[src/rtl/bcd_score_bank.sv]
// bcd_score_bank: per-player packed-BCD score counters with shared session high score
module bcd_score_bank #(
   parameter int CHANNELS = 2,
   parameter int DIGITS   = 4,
   parameter int OWNER_W  = 3
) (
   input  logic                         clk,
   input  logic                         rst,
   input  logic                         tick,
   input  logic [CHANNELS-1:0]          crash,
   input  logic                         clr,
   output logic [CHANNELS*4*DIGITS-1:0] data,
   output logic [CHANNELS-1:0]          sat,
   output logic [4*DIGITS-1:0]          hi_score,
   output logic [OWNER_W-1:0]           hi_owner,
   output logic                         new_best
);
   localparam int SW = 4*DIGITS;
   localparam logic [SW-1:0] NINES = {DIGITS{4'h9}};

   logic [CHANNELS-1:0] crash_q;
   logic [SW-1:0]       best;
   logic [OWNER_W-1:0]  best_idx;
   logic                found;

   function automatic logic [SW-1:0] bcd_inc(input logic [SW-1:0] v);
      logic [SW-1:0] r;
      logic          cy;
      r  = v;
      cy = 1'b1;
      for (int k = 0; k < DIGITS; k++) begin
         r[4*k +: 4] = cy ? ((v[4*k +: 4] == 4'h9) ? 4'h0 : v[4*k +: 4] + 4'h1) : v[4*k +: 4];
         cy          = cy && (v[4*k +: 4] == 4'h9);
      end
      return r;
   endfunction

   // pick the largest rising-crash candidate that beats hi_score; strict compare keeps the lowest index on ties
   always_comb begin
      best     = hi_score;
      best_idx = hi_owner;
      found    = 1'b0;
      for (int c = 0; c < CHANNELS; c++)
         if (crash[c] && !crash_q[c] && data[c*SW +: SW] > best) begin
            best     = data[c*SW +: SW];
            best_idx = OWNER_W'(c);
            found    = 1'b1;
         end
   end

   // score counters, saturation flags and high-score capture
   always_ff @(posedge clk or posedge rst) begin
      if (rst) begin
         data     <= '0;
         sat      <= '0;
         crash_q  <= '0;
         hi_score <= '0;
         hi_owner <= '0;
         new_best <= 1'b0;
      end else begin
         crash_q  <= crash;
         new_best <= found;
         if (found) begin
            hi_score <= best;
            hi_owner <= best_idx;
         end
         for (int c = 0; c < CHANNELS; c++)
            if (clr) begin
               data[c*SW +: SW] <= '0;
               sat[c]           <= 1'b0;
            end else if (tick && !crash[c] && !sat[c]) begin
               if (data[c*SW +: SW] == NINES)
                  sat[c] <= 1'b1;
               else
                  data[c*SW +: SW] <= bcd_inc(data[c*SW +: SW]);
            end
      end
   end
endmodule

[config.mk]
export PLATFORM = sky130hd
export DESIGN_NAME = bcd_score_bank
export DESIGN_NICKNAME = d
export VERILOG_FILES = /design/src/rtl/bcd_score_bank.sv
export SDC_FILE = /design/constraint.sdc
export NUM_CORES = 1
export LEC_CHECK = 0
export CORE_MARGIN = 2
export CORE_UTILIZATION = 40
export CTS_BUF_LIST = sky130_fd_sc_hd__clkbuf_4 sky130_fd_sc_hd__clkbuf_8
export CTS_CLUSTER_SIZE = 30
export DETAILED_ROUTE_END_ITERATION = 8
export PLACE_DENSITY = 0.65
export SLEW_MARGIN = 10
export SYNTH_ARGS = -nofsm -noshare
export SYNTH_HDL_FRONTEND = slang
export SYNTH_SLANG_ARGS = --single-unit
[constraint.sdc]
create_clock -name clk -period 9.7 [get_ports clk]
set_clock_uncertainty 0.15 [all_clocks]
set_input_delay 0.97 -clock clk [delete_from_list [all_inputs] [get_ports clk]]
set_output_delay 0.97 -clock clk [all_outputs]
set_load 0.02 [all_outputs]
==> results of run 1 <==
## sequential cells by signal, indices dropped and copies added, names as in the netlist
name and flops:
crash_q 2, sat 2, hi_score 16, new_best 1, hi_owner 1, data 32
## power by group through the flow
stage          Combinational [mW]  Sequential [mW]  Clock [mW]
3_5_place_dp                0.424            0.314           0
6_report                    0.422            0.307       0.135
2_1_floorplan               0.238            0.348           0
4_1_cts                     0.425            0.309       0.141
5_1_grt                     0.471            0.316       0.149
3_3_place_gp                0.410            0.315           0
## worst max-delay path, delay by kind of cell, from the launching register on
family                   cells  cell delay, ps
buffers and inverters        2             540
AND/OR/NAND/NOR              3             580
flip-flops                   1             480
adder cells (fa/ha/maj)      2             620
AO/OA/AOI/OAI                7            1290
multiplexers                 1             310
## cell type report
type / count / area share (%)
repair buffers: 61 / 13.6
clock inverters: 2 / 0.397
well taps: 108 / 3.06
inverters: 41 / 3.49
multi-input cells: 272 / 47.0
flip-flops and latches: 54 / 30.6
clock buffers: 6 / 1.73
## path summary, 6_finish.rpt
check / startpoint / to / slack, ps / depth (start not counted)
min in group asynchronous: rst / data[7] / 1020 / 3
worst max-delay path: data[1] / new_best / 5630 / 15
max in group asynchronous: rst / crash_q[0] / 7930 / 3
worst min-delay path: sat[1] / sat[1] / 400 / 2
worst min register to register: sat[1] / sat[1] / 400 / 2
worst max register to register: data[1] / new_best / 5630 / 15
## layer usage
metal	vias to the layer above	GRT usage (%)
met2	64	28.7
met3	7	2.53
li1	1444	-
met5	-	0
met1	1382	24.1
met4	0	4.43
## through the flow
step / total power, mW / util, % / hold slack (ps)
after floorplan: 0.586 / - / 463
after global routing: 0.936 / 50.3 / 422
final: 0.864 / 50.3 / 396
after CTS: 0.875 / 50.3 / 398
after global placement: 0.725 / 49.2 / 366
after detailed placement: 0.738 / 49.2 / 368
## cell usage after synthesis (all sizes together), types with 2 or more instances
cell type	count	area share, %
dfrtp	54	37
ha	48	17
inv	41	4.2
mux2i	30	8.3
a21oi	24	3.3
nor2	23	2.4
o21ai	18	2.5
nand2	17	1.8
nand3	14	1.9
nand4	10	1.9
nor2b	9	1.6
buf	7	1.4
nor3	7	0.97
nand3b	6	1.2
and3b	5	1.2
or3	5	0.86
a21o	4	0.83
a31oi	4	0.69
clkbuf	4	0.41
mux2	4	1.3
nand2b	4	0.69
o31ai	4	0.83
nor3b	3	0.62
o21bai	3	0.62
o41ai	3	0.93
xnor2	3	0.72
xor2	3	0.72
and2	2	0.34
o211ai	2	0.41
or2	2	0.34
or4	2	0.41
## cell families (layout without fill, tap and decap cells)
| kind of cell | after synthesis | in the layout | synth area share, % |
|---|---|---|---|
| compound gates | 70 | 70 | 12.0 |
| other cells | 1 | 2 | 0.103 |
| xor+xnor | 6 | 6 | 1.45 |
| flops | 54 | 54 | 37.2 |
| buf+inv | 52 | 110 | 6.07 |
| simple gates | 112 | 112 | 17.0 |
| mux | 34 | 34 | 9.62 |
| fa+ha+maj | 48 | 48 | 16.5 |
==> metrics.yaml, run 1 <==
routing:
  wirelength_um: 8070
  vias: 2897
  routed_via_density: 5.33
  wl_met1_um: 3750
  routedWlPerCell_um: 14.8
  drc_errors: 0
  dr.pass1.iters: 4
  highest_layer: "met4"
  routed-wl-met3_um: 242
  route.met2.wl_um: 3980
  drtIter0Drc: 118
  antenna_left: 0
finish:
  layout_common_cells: "clkdlybuf4s50_1, dfrtp_1, ha_1"
  n_antenna_cell: 0
  fillCellCount: 841
  finalNetCount: 489
  fin_area_um2: 4410
  multiInputGateArea_um2: 2070
  layout_commonest_cell: "clkdlybuf4s50_1"
  drive_gt1_share_pct: 5.73
  syn_to_final_growth_pct: 21.5
  register_area_um2: 1350
  instances_no_fill: 544
place:
  dp_hpwl_um: 6200
  globalplace.congestion: 0.805
  dpl_cell_area_um2: 4320
  place_ws_ps: 5460
  io_buffers: 57
  dp_cells: 536
grt:
  grt_pass1_vias: 2892
  antenna_found_initial: 0
  overflow: 0
  grt_use_total_pct: 17.4
  grt_pass1_wl_um: 14100
  grt_max_degree: 55
power:
  vdd_drop_max_mv: 0.0783
  power_leakage_nw: 1.88
  seqPwrFrac_pct: 35.6
  intPower_mw: 0.514
  clkPwrFrac_pct: 15.6
  switching_share_pct: 40.5
  p_per_area_nw_per_um2: 196
  switchingPower_mw: 0.350
  power_frac_comb_pct: 48.8
logic_synthesis:
  synth_seq_cells: 54
  synthArstFlopShare_pct: 100
  ys_seq_area_share_pct: 37.2
  ys_types: 49
  synth_area_um2: 3630
  yosysWarnings: 0
  synth_edf_count: 0
  synth_ff_type: "dfrtp_1"
  synthesis.instances: 377
  avgSynthCellArea_um2: 9.63
clock_network:
  cts_max_path_buffers: 2
  cts_htree_levels: 2
  cts_tree: "built"
  clock_latency_ps: 320
  cts-resized-gates: 0
  clk_pin_slew_ps: 100
  cts_sinks: 54
  cts.hold.buffers_added: 0
  root_buffer: "clkbuf_8"
  cts_setup_buffers: 0
  cts_made_buffers: 5
sta:
  setup_violations: 0
  rsz0062_at_grt: "no"
  setup_tns_ps: 0
  relSlewSlack_pct: 53.6
  fin_ws_ps: 5630
  hold_viol_final: 0
  tightest_slew_ps: 696
  final_max_slew_viol_count: 0
  fin_crit_sh_pct: 42.0
  max_freq_mhz: 245
  period_needed_ps: 4070
die:
  placementRows: 34
  ios: 60
  die_w_um: 99.3
  die_y_um: 99.3
  core_area_um2: 8760
  design.die.area_um2: 9850
  start_util_pct: 41.4
worst_setup_path:
  required_ps: 9750
  worstSetupEndpointType: "flip-flop"
  startpoint_type: "flip-flop"
  crit_arrival_ps: 4130
  path_max_fanout: 18
  critPathMaxStageDelay_ps: 480
  cp_slowest_cell: "dfrtp_1"
  critical_path_class: "reg -> reg"
  cp_cell_sequence: "ha_1, nor2b_1, o211ai_1, a2111o_1, a31oi_2, buf_4, mux2i_1, ha_1, nor2b_1, o211ai_1, a21oi_1, o31ai_1, a31oi_2, buf_4, or2_2"
outcome:
  outcome: "completed"
worst_hold_path:
  min_path_type: "reg -> reg"
job:
  cap_violations: 0
Note: power is estimated with default switching activity, not from simulation.
==> run 2, diff against run 1 <==
clock period = 4.25 ns   (was 9.7 ns; I/O delays follow)
==> run 2 against run 1 <==
Against the previous run:
- first-iteration DRC count shrank 36%
- via count grew 0.52%
- sequential share of layout area shrank 0.84 points
- non-clock buffer count grew 12
- critical path depth is the same
- maximum frequency grew 2.5%
==> metrics.yaml, run 2 (synthesized netlist as in run 1, its figures left out) <==
clock_network:
  clk_pin_slew_ps: 110  # was 100 ps
  cts.hold.buffers_added: 0  # unchanged
  clock_latency_ps: 320  # about the same
  cts_made_buffers: 5  # unchanged
  cts_htree_levels: 2  # unchanged
  root_buffer: "clkbuf_8"  # unchanged
  cts_setup_buffers: 0  # unchanged
  cts_sinks: 54  # unchanged
  cts_tree: "built"  # unchanged
  cts_max_path_buffers: 2  # unchanged
  cts-resized-gates: 0  # unchanged
grt:
  grt_pass1_wl_um: 14400  # was 14100 um
  antenna_found_initial: 0  # unchanged
  grt_use_total_pct: 18.0  # was 17.4%
  grt_max_degree: 41  # was 55
  overflow: 0  # unchanged
  grt_pass1_vias: 2825  # was 2892
power:
  p_per_area_nw_per_um2: 456  # was 196 nW/um2
  vdd_drop_max_mv: 0.174  # was 0.0783 mV
  switching_share_pct: 39.5  # was 40.5%
  seqPwrFrac_pct: 33.4  # was 35.6%
  power_frac_comb_pct: 48.9  # was 48.8%
  power_leakage_nw: 1.94  # was 1.88 nW
  switchingPower_mw: 0.817  # was 0.350 mW
  clkPwrFrac_pct: 17.7  # was 15.6%
  intPower_mw: 1.25  # was 0.514 mW
die:
  start_util_pct: 41.4  # unchanged
  design.die.area_um2: 9850  # unchanged
  placementRows: 34  # unchanged
  ios: 60  # unchanged
  core_area_um2: 8760  # unchanged
  die_w_um: 99.3  # unchanged
  die_y_um: 99.3  # unchanged
routing:
  routedWlPerCell_um: 15.4  # was 14.8 um
  wirelength_um: 8550  # was 8070 um
  antenna_left: 0  # unchanged
  vias: 2912  # was 2897
  routed_via_density: 5.24  # was 5.33
  drtIter0Drc: 76  # was 118
  drc_errors: 0  # unchanged
  dr.pass1.iters: 4  # unchanged
worst_setup_path:
  crit_buf_inv: 2  # unchanged
  cp_top_family: "compound AO/OA/AOI/OAI gates"  # unchanged
  path_max_fanout: 10  # was 18
  reg2reg_to: "hi_score[2]"  # was new_best
  worstSetupEndpointType: "flip-flop"  # unchanged
  rrSetupSlack_ps: 270  # was 5630 ps
  cp_cell_sequence: "ha_1, nor2b_1, o211ai_1, a2111o_1, a31oi_2, buf_4, mux2i_1, ha_1, a21o_1, a21oi_1, nor2b_1, o31ai_2, a31oi_4, buf_4, mux2i_1"  # was ha_1, nor2b_1, o211ai_1, a2111o_1, a31oi_2, buf_4, mux2i_1, ha_1, nor2b_1, o211ai_1, a21oi_1, o31ai_1, a31oi_2, buf_4, or2_2
  critical_path_class: "reg -> reg"  # unchanged
  startpoint_type: "flip-flop"  # unchanged
  cp_slowest_cell: "dfrtp_1"  # unchanged
  required_ps: 4300  # was 9750 ps
  crit_arrival_ps: 4030  # was 4130 ps
  critPathMaxStageDelay_ps: 480  # about the same
  r2r_start: "data[1]"  # unchanged
  r2r_cells: 15  # unchanged
worst_hold_path:
  min_path_type: "reg -> reg"  # unchanged
  whs_path_depth: 2  # unchanged
  worstHoldStart: "sat[1]"  # unchanged
  min_delay_worst_endpoint: "sat[1]"  # unchanged
finish:
  syn_to_final_growth_pct: 24.9  # was 21.5%
  top_regs: "data (32), hi_score (16)"  # unchanged
  largest_register_ffs: 32  # unchanged
  largest-register: "data"  # unchanged
  finalNetCount: 501  # was 489
  n_antenna_cell: 0  # unchanged
  layout_common_cells: "clkdlybuf4s50_1, dfrtp_1, ha_1"  # unchanged
  fillCellCount: 789  # was 841
  layout_commonest_cell: "clkdlybuf4s50_1"  # unchanged
  drive_gt1_share_pct: 8.48  # was 5.73%
sta:
  rsz0062_at_grt: "no"  # unchanged
  max_freq_mhz: 252  # was 245 MHz
  relSlewSlack_pct: 42.3  # was 53.6%
  period_needed_ps: 3980  # was 4070 ps
  final_max_slew_viol_count: 0  # unchanged
  hold_ws_ps: 395  # was 396 ps
  setup_tns_ps: 0  # unchanged
  setup_violations: 0  # unchanged
  tightest_slew_ps: 865  # was 696 ps
  fin_crit_sh_pct: 93.6  # was 42.0%
  hold_viol_final: 0  # unchanged
place:
  dp_hpwl_um: 6680  # was 6200 um
  io_buffers: 57  # unchanged
  globalplace.congestion: 0.852  # was 0.805
outcome:
  outcome: "completed"  # unchanged
job:
  cap_violations: 0  # unchanged
==> run 2: cell types whose count changed in the layout (fill, tap and decap cells not counted), sizes merged <==
cell	change
buf	+12
bufinv	+1
clkinv	-1
clkinvlp	+1
inv	-1
==> run 2: power groups by stage <==
stage	Clock [mW]	Sequential, mW	Combinational [mW]
final	0.367	0.690	1.01
after global routing	0.394	0.707	1.11
after CTS	0.380	0.693	1.00
after detailed placement	0	0.703	1.00
after global placement	0	0.703	0.976
after floorplan	0	0.793	0.543
==> run 2: cell type report <==
class                   count  area [um2]  area share [%]
multi-input cells         272        2090            46.1
flip-flops and latches     54        1350            29.8
well taps                 108         135            2.98
repair buffers             73         691            15.2
inverters                  41         154            3.39
clock inverters             2        37.5           0.828
clock buffers               6        76.3            1.68
==> run 2: worst min-delay path, stage by stage (launching register included) <==
cell	delay [ps]
dfrtp_1	380
nor2_1	50
nor2_1	70
==> run 2: worst max-delay path by stage <==
| stage | to | slack (ps) | start | cells past startpoint |
|---|---|---|---|---|
| 4_1_cts | hi_score[2] | 180 | data[1] | 15 |
| 6_report | hi_score[2] | 270 | data[1] | 15 |
| 2_1_floorplan | hi_owner[0] | 430 | data[1] | 17 |
| 5_1_grt | hi_score[1] | 20 | data[1] | 13 |
| 3_3_place_gp | hi_score[3] | 310 | data[0] | 16 |
| 3_5_place_dp | hi_score[2] | 210 | data[1] | 15 |
==> run 2: stage by stage <==
stage          setup slack [ps]  instances  power, mW  utilization [%]  area (um2)
4_1_cts                     178        556       2.08             51.6        4520
6_report                    274        556       2.07             51.7        4530
2_1_floorplan               428        378       1.34                -        3630
3_5_place_dp                206        548       1.70             50.3        4410
3_3_place_gp                308        548       1.68             50.3        4410
5_1_grt                    23.9        556       2.22             51.7        4530
==> run 2: layer usage <==
layer | up-vias | part of all wire (%) | global-route usage [%]
li1 | 1473 | - | -
met1 | 1386 | 48 | 25.9
met2 | 48 | 47 | 28.8
met3 | 5 | 3.7 | 2.39
met4 | 0 | 1.2 | 4.74
met5 | - | 0 | 0
==> run 3, diff against run 2 <==
ABC_AREA = 1   (was default)
PLACE_DENSITY = 0.64   (was 0.65)
REMOVE_ABC_BUFFERS = 1   (was default)
==> run 3 against run 2 <==
Against the previous run:
- via count up 20%
- power is 42% lower
- worst setup slack better by 260 ps
- critical path depth is 1 higher
- combinational power decreased by 73%
- first-iteration DRC count rose by 88%
- largest cell class unchanged
- largest power group is now sequential cells
==> metrics.yaml, run 3 <==
outcome:
  outcome: "completed"  # unchanged
routing:
  routedWlPerCell_um: 12.8  # was 15.4 um
  routed-wl-met3_um: 308  # was 315 um
  highest_layer: "met4"  # unchanged
  dr.pass1.iters: 4  # unchanged
  drc_errors: 0  # unchanged
  antenna_left: 0  # unchanged
  wirelength_um: 9190  # was 8550 um
  route.met2.wl_um: 4480  # was 3990 um
  wl_met1_um: 4320  # was 4140 um
  routed_via_density: 4.87  # was 5.24
  vias: 3485  # was 2912
  drtIter0Drc: 143  # was 76
power:
  p_per_area_nw_per_um2: 256  # was 456 nW/um2
  switchingPower_mw: 0.408  # was 0.817 mW
  power_leakage_nw: 2.48  # was 1.94 nW
  switching_share_pct: 34.1  # was 39.5%
  intPower_mw: 0.787  # was 1.25 mW
  clkPwrFrac_pct: 26.2  # was 17.7%
  power_frac_comb_pct: 22.7  # was 48.9%
  vdd_drop_max_mv: 0.128  # was 0.174 mV
  seqPwrFrac_pct: 51.1  # was 33.4%
grt:
  grt_use_total_pct: 18.4  # was 18.0%
  antenna_found_initial: 0  # unchanged
  grt_pass1_vias: 3287  # was 2825
  grt_pass1_wl_um: 15400  # was 14400 um
  grt_max_degree: 37  # was 41
  overflow: 0  # unchanged
logic_synthesis:
  yosys.area.top_type_share_pct: 34.6  # was 37.2%
  yosysWarnings: 0  # unchanged
  synth_seq_cells: 54  # unchanged
  ys_seq_area_share_pct: 34.6  # was 37.2%
  ys_top_cells_by_area: "dfrtp_1, ha_1, nand2_1"  # was dfrtp_1, ha_1, mux2i_1
  avgSynthCellArea_um2: 7.43  # was 9.63 um2
  ys_top_cells_by_count: "nand2_1, inv_1, nand3_1"  # was dfrtp_1, ha_1, inv_1
  synth_edf_count: 0  # unchanged
  synth_area_um2: 3900  # was 3630 um2
  ys_types: 40  # was 49
  yosysTopAreaCell: "dfrtp_1"  # unchanged
  yosys.cell_count.top_type: "nand2_1"  # was dfrtp_1
  synthArstFlopShare_pct: 100  # unchanged
  synth_ff_type: "dfrtp_1"  # unchanged
  synthesis.instances: 525  # was 377
place:
  dp_hpwl_um: 7240  # was 6680 um
  globalplace.congestion: 0.820  # was 0.852
  io_buffers: 57  # unchanged
worst_setup_path:
  crit_buf_inv: 1  # was 2
  r2r_cells: 16  # was 15
  path_max_fanout: 19  # was 10
  reg2reg_to: "hi_score[12]"  # was hi_score[2]
  cp.depth: 16  # was 15
  cp_top_family: "simple AND/OR/NAND/NOR gates"  # was compound AO/OA/AOI/OAI gates
  required_ps: 4310  # was 4300 ps
  r2r_start: "data[10]"  # was data[1]
  startpoint_type: "flip-flop"  # unchanged
  rrSetupSlack_ps: 540  # was 270 ps
  cp_slowest_cell: "o21a_1"  # was dfrtp_1
  crit_arrival_ps: 3780  # was 4030 ps
  critPathMaxStageDelay_ps: 500  # was 480 ps
  worstSetupEndpointType: "flip-flop"  # unchanged
  critical_path_class: "reg -> reg"  # unchanged
  worst_path_most_repeated_cell: "nand2_1"
  cp_cell_sequence: "ha_1, nand2_1, nor2_1, nand2_1, o21a_1, nand2_4, nand2_1, nand2_1, ha_1, nand4_1, nor3_1, a31oi_1, nand2_2, inv_2, nand2_1, nand2_1"  # was ha_1, nor2b_1, o211ai_1, a2111o_1, a31oi_2, buf_4, mux2i_1, ha_1, a21o_1, a21oi_1, nor2b_1, o31ai_2, a31oi_4, buf_4, mux2i_1
clock_network:
  cts_sinks: 54  # unchanged
  cts-resized-gates: 0  # unchanged
  cts_max_path_buffers: 2  # unchanged
  clk_pin_slew_ps: 110  # about the same
  cts_htree_levels: 2  # unchanged
  clock_latency_ps: 320  # about the same
  cts.hold.buffers_added: 0  # unchanged
  root_buffer: "clkbuf_8"  # unchanged
  cts_tree: "built"  # unchanged
  cts_setup_buffers: 0  # unchanged
  cts_made_buffers: 5  # unchanged
die:
  ios: 60  # unchanged
  start_util_pct: 40.5  # was 41.4%
  design.die.area_um2: 10600  # was 9850 um2
  die_y_um: 103  # was 99.3 um
  die_w_um: 103  # was 99.3 um
  placementRows: 36  # was 34
  core_area_um2: 9640  # was 8760 um2
finish:
  largest_register_ffs: 32  # unchanged
  multiInputGateArea_um2: 2190  # was 2090 um2
  finish.utilization_pct: 48.5  # was 51.7%
  n_antenna_cell: 0  # unchanged
  syn_to_final_growth_pct: 19.7  # was 24.9%
  finalNetCount: 635  # was 501
  register_area_um2: 1350  # unchanged
  layout_common_cells: "nand2_1, inv_1, nand3_1"  # was clkdlybuf4s50_1, dfrtp_1, ha_1
  fillCellCount: 1007  # was 789
  drive_gt1_share_pct: 6.36  # was 8.48%
  largest-register: "data"  # unchanged
  top_regs: "data (32), hi_score (16)"  # unchanged
  layout_commonest_cell: "nand2_1"  # was clkdlybuf4s50_1
sta:
  max_freq_mhz: 269  # was 252 MHz
  final_max_slew_viol_count: 0  # unchanged
  fin_crit_sh_pct: 87.3  # was 93.6%
  hold_viol_final: 0  # unchanged
  rsz0062_at_grt: "no"  # unchanged
  tightest_slew_ps: 568  # was 865 ps
  period_needed_ps: 3710  # was 3980 ps
  setup_violations: 0  # unchanged
  relSlewSlack_pct: 62.1  # was 42.3%
  setup_tns_ps: 0  # unchanged
worst_hold_path:
  min_path_type: "in -> async"  # was reg -> reg
job:
  cap_violations: 0  # unchanged
run 3: changes by cell type in the layout (fill, tap and decap cells not counted), moves of 5 or more:
cell      before  now
and3b_1        5    0
buf_4         16    2
inv_1         40   70
inv_2          1    7
mux2i_1       30    0
nand2_1       17  145
nand3_1       14   61
nand3b_1       6    0
nor2_1        23   36
nor2_2         0    5
nor2b_1        9    0
o21ai_1        0    8
or3_1          5    0
run 3: cells by family (layout without fill, tap and decap cells):
logic type / Yosys count / count (layout) / share of synthesized area (%)
flops: 54 / 54 / 34.6
compound gates: 58 / 58 / 8.85
fa+ha+maj: 48 / 48 / 15.4
xor+xnor: 2 / 2 / 0.449
simple gates: 274 / 274 / 31.1
other cells: 1 / 2 / 0.0961
buf+inv: 88 / 144 / 9.46
run 3: worst max-delay path by stage:
stage / startpoint / to / slack [ps]
4_1_cts: data[10] / hi_score[10] / 500
6_report: data[10] / hi_score[12] / 540
2_1_floorplan: data[10] / hi_score[7] / 1000
3_3_place_gp: crash[0] / hi_score[3] / 530
5_1_grt: data[10] / hi_score[12] / 40
3_5_place_dp: crash[0] / hi_score[10] / 440
run 3: per-layer routing:
metal | vias up | track usage, %
met3 | 5 | 1.90
met5 | - | 0
li1 | 1813 | -
met2 | 52 | 31.7
met4 | 0 | 3.64
met1 | 1615 | 25.3
run 3: layout make-up:
class,instances,area share (%)
repair buffers,59,12.5
clock inverters,2,0.375
well taps,133,3.56
clock buffers,6,1.63
inverters,77,6.19
flip-flops and latches,54,28.9
multi-input cells,384,46.8
run 3: metrics by stage:
step / instance area, um2 / hold slack [ps] / instances / power (mW) / setup WS, ps
2_1_floorplan: 3830 / 306 / 515 / 0.775 / 1000
3_3_place_gp: 4580 / 364 / 707 / 0.886 / 533
3_5_place_dp: 4580 / 360 / 707 / 0.897 / 435
4_1_cts: 4670 / 265 / 715 / 1.21 / 502
5_1_grt: 4670 / 278 / 715 / 1.26 / 40.9
6_report: 4670 / 248 / 715 / 1.20 / 538
run 3: power groups by stage:
stage	clock network, mW	registers, mW	logic (mW)
5_1_grt	0.336	0.621	0.308
4_1_cts	0.322	0.612	0.276
3_5_place_dp	0	0.622	0.275
6_report	0.313	0.611	0.271
3_3_place_gp	0	0.620	0.266
2_1_floorplan	0	0.642	0.132
run 3: worst register-to-register path, cell delays in order, from the launching register on:
cell	delay, ps
dfrtp_1	490
ha_1	350
nand2_1	70
nor2_1	60
nand2_1	80
o21a_1	500
nand2_4	230
nand2_1	130
nand2_1	60
ha_1	310
nand4_1	120
nor3_1	230
a31oi_1	140
nand2_2	310
inv_2	210
nand2_1	120
nand2_1	50
==> RTL edit 1: new RTL, config.mk and constraints of run 2 <==
The output `new_best` loses its register stage (`new_best` becomes a continuous assignment).
--- a/src/rtl/bcd_score_bank.sv
+++ b/src/rtl/bcd_score_bank.sv
@@ -56,10 +56,8 @@
          crash_q  <= '0;
          hi_score <= '0;
          hi_owner <= '0;
-         new_best <= 1'b0;
       end else begin
          crash_q  <= crash;
-         new_best <= found;
          if (found) begin
             hi_score <= best;
             hi_owner <= best_idx;
@@ -76,5 +74,7 @@
             end
       end
    end
+
+   assign new_best = found;
 endmodule
 
Function: changed (Yosys sat finds a counterexample within 4 cycles, from zero or initial values and one cycle with rst high).
==> RTL edit 1 against run 2 <==
  * The flow now finishes with violations (setup timing)
  * Worst setup slack worse by 0.38 ns
  * Sequential cell count is 1 lower
  * Routed wire length is 10% higher
  * Non-clock buffer count is 37 higher
  * Design area is 10% higher
  * Fmax is 8.7% lower
  * Largest power group unchanged
  * Area after synthesis is 0.69% lower
  * Total power is 19% higher
==> RTL edit 1: results (changes against run 2) <==
Vias/cell - 5.280 (+0.82%)
R2R depth - 16 (+1)
Status - finished, violations left
Worst-path fanout max - 7 (-3)
Synthesis-to-finish area growth - 38.77%
FF-to-FF End - hi_score[0]
Peak supply drop - 0.2120 mV (+22%)
Gpl congestion - 0.8420 (-1.1%)
Final setup vio count - 1 (+1)
Final worst slack - -0.1027 ns (-0.3767 ns)
Crit path from - hi_score[10]
Hold EP - hi_owner[0]
Synth top area cells - dfrtp_1 37%, ha_1 17%, mux2i_1 8.3%
CP top delay family - simple AND/OR/NAND/NOR gates
Failing checks - setup timing
Iter 0 DRT Violations - 103 (+36%)
Total track usage - 19.44% (+1.4 points)
HPWL Detailed - 6857 um (+2.6%)
Relative slew slack - 43.14% (+0.88 points)
CP max-delay cell - or4_4
Drt wl/cell - 15.89 um (+3.3%)
Setup slack, reg-to-reg - 0.10 ns (-0.17 ns)
Pre-CTS setup slack - -0.8820 ns (-1.088 ns)
Largest net degree at the start of global routing - 54 (+32%)
Worst hold start - hi_owner[0]
CP peak stage delay - 0.56 ns (+0.08 ns)
Crit path DAT - 3.78 ns (-0.25 ns)
## RTL edit 1: cell types whose count changed after synthesis, sizes merged
cell   change
dfrtp      -1
## RTL edit 1: per-layer routing
layer / part of all wire, % / up-vias / global-route usage [%]
met5: 0 / - / 0
met4: 0.87 / 0 / 3.793
met3: 3.5 / 4 / 2.270
met2: 49 / 57 / 33.06
met1: 46 / 1521 / 26.91
li1: - / 1544 / -
## RTL edit 1: worst reg2reg max path: cells and delay by family (launching register included)
| kind | cells | cell delay [ns] |
|---|---|---|
| buf+inv | 4 | 0.77 |
| flops | 1 | 0.37 |
| compound gates | 3 | 0.35 |
| simple gates | 5 | 1.25 |
| mux | 2 | 0.59 |
| fa+ha+maj | 2 | 0.59 |
## RTL edit 1: per-stage QoR
stage | hold WS (ns) | setup TNS (ns) | utilization, % | instance area, um2
final | 0.3787 | -0.1027 | 57.36 | 5002
after detailed placement | 0.3651 | -4.618 | 52.90 | 4613
after CTS | 0.3814 | -0.06272 | 56.48 | 4926
after global placement | 0.3649 | -3.363 | 52.90 | 4613
after floorplan | 0.3064 | 0 | - | 3608
after global routing | 0.4194 | -0.3876 | 57.36 | 5002
## RTL edit 1: how the worst max path moves through the flow
stage	to	slack, ns	cells past startpoint
2_1_floorplan	new_best	0.14	16
3_3_place_gp	new_best	-0.82	14
3_5_place_dp	new_best	-0.88	14
4_1_cts	new_best	-0.06	16
5_1_grt	new_best	-0.29	16
6_report	new_best	-0.10	16
## RTL edit 1: cell families after synthesis
logic type / count (synthesis) / share of synthesized area (%)
DFF: 53 / 36.79
AOI/OAI and AO/OA: 70 / 12.11
and+or+nand+nor: 112 / 17.08
xor gates and xnor gates: 6 / 1.458
buffers and inverters: 52 / 6.109
adders and majority gates: 48 / 16.66
muxes: 34 / 9.684
other: 1 / 0.1040
## RTL edit 1: final cells by class
| cell class | instances | area (um2) |
|---|---|---|
| Clock buffer | 5 | 68.82 |
| Clock inverter | 3 | 65.06 |
| Fill cell | 734 | 3719 |
| Inverter | 41 | 153.9 |
| Multi-Input combinational cell | 272 | 2263 |
| Sequential cell | 53 | 1326 |
| Tap cell | 108 | 135.1 |
| Timing Repair Buffer | 110 | 989.7 |
## RTL edit 1: what timing repair did
| item | 4_1_cts | 5_1_grt |
|---|---|---|
| endpoints found under the setup margin | 18 | 2 |
| gates resized for setup | 26 | 10 |
| gates cloned | 0 | 0 |
| buffers inserted | 3 | 3 |
| hold buffers | 0 | 0 |
| pin swaps | 17 | 5 |
## RTL edit 1: power by group
part | internal (W) | switching, W | leakage (nW) | total (W)
clock | 0.000234 | 0.000180 | 0.0681 | 0.000415
combinational | 0.000695 | 0.000690 | 1.38 | 0.00139
sequential | 0.000589 | 0.0000657 | 0.713 | 0.000655
==> RTL edit 2: new RTL, flow settings as in run 2 <==
Without the edit above. Set the parameter `CHANNELS` to 4 (it was 2).
--- a/src/rtl/bcd_score_bank.sv
+++ b/src/rtl/bcd_score_bank.sv
@@ -1,6 +1,6 @@
 // bcd_score_bank: per-player packed-BCD score counters with shared session high score
 module bcd_score_bank #(
-   parameter int CHANNELS = 2,
+   parameter int CHANNELS = 4,
    parameter int DIGITS   = 4,
    parameter int OWNER_W  = 3
 ) (
Interface: changed (resized crash, data and sat); port bits go from 60 to 96. The function was not compared with the original's and may differ.
==> RTL edit 2 against run 2 <==
  * The flow now finishes with violations (setup timing)
  * Design area increased by 150%
  * Routed wire length increased to 3.0 times the old value
  * Total power increased to 3.2 times the old value
  * Worst setup slack got worse by 4.9 ns
  * Count of clock-buffer cells in the layout increased by 5
  * Area after synthesis increased by 95%
  * Sequential cell count increased by 37
  * Critical path type unchanged
  * Highest routed layer unchanged
  * Sequential share of layout area decreased by 9.4 points
  * Combinational power increased to 4.8 times the old value
==> RTL edit 2: results (changes against run 2) <==
Status - finished, violations left
Failing checks - setup timing
Seq/Total Area, Yosys - 32.12% (-5.1 points)
Fill cells - 1372 (+74%)
Crit path from - hi_score[6]
PortBufs - 94 (+65%)
CP peak stage delay - 0.54 ns (+0.06 ns)
Largest net degree at the start of global routing - 50 (+22%)
NonClk Buf Share - 26.02% (+11 points)
Sequential cell area share - 20.42% (-9.4 points)
Setup Buffers After CTS - 40 (+40)
HPWL Detailed - 18050 um (+170%)
Crit path DAT - 9.09 ns (+5.06 ns)
Vias/cell - 5.606 (+7.0%)
Final setup vio count - 19 (+19)
CP max-delay cell - or4_4
Total track usage - 27.60% (+9.6 points)
Clk_buf instances - 11 (+5)
Detailed Routing Iterations Pass 1 - 5 (+1)
Clock latency on the worst-skew pair - 0.40 ns (+0.08 ns)
Final worst slack - -4.672 ns (-4.946 ns)
Multi-In Gates - 651 (+140%)
Final clock-cell share - 1.826% (-0.69 points)
Library cells used by synthesis - 66 (+35%)
Leakage - 4.845 nW (+150%)
RTL edit 2: critical path, delay by kind of cell, from the launching register on:
| family | cells | cell delay, ns |
|---|---|---|
| AO/OA/AOI/OAI | 17 | 3.25 |
| adder cells (fa/ha/maj) | 4 | 1.09 |
| flip-flops | 1 | 0.41 |
| AND/OR/NAND/NOR | 10 | 2.26 |
| buffers and inverters | 7 | 0.86 |
| multiplexers | 3 | 0.79 |
RTL edit 2: metrics by stage:
stage          instance area, um2  hold WS [ns]
6_report                    11240        0.1521
5_1_grt                     11240        0.1863
4_1_cts                     10920        0.1535
3_5_place_dp                 9684        0.3292
3_3_place_gp                 9684        0.3507
2_1_floorplan                7271        0.3064
RTL edit 2: logic make-up after synthesis:
logic type	after synthesis	share of synthesized area, %
and+or+nand+nor	329	23.46
buffers and inverters	97	5.418
adders and majority gates	92	16.24
DFF	91	32.12
other	1	0.05290
AOI/OAI and AO/OA	181	15.94
xor gates and xnor gates	8	0.9884
muxes	40	5.789
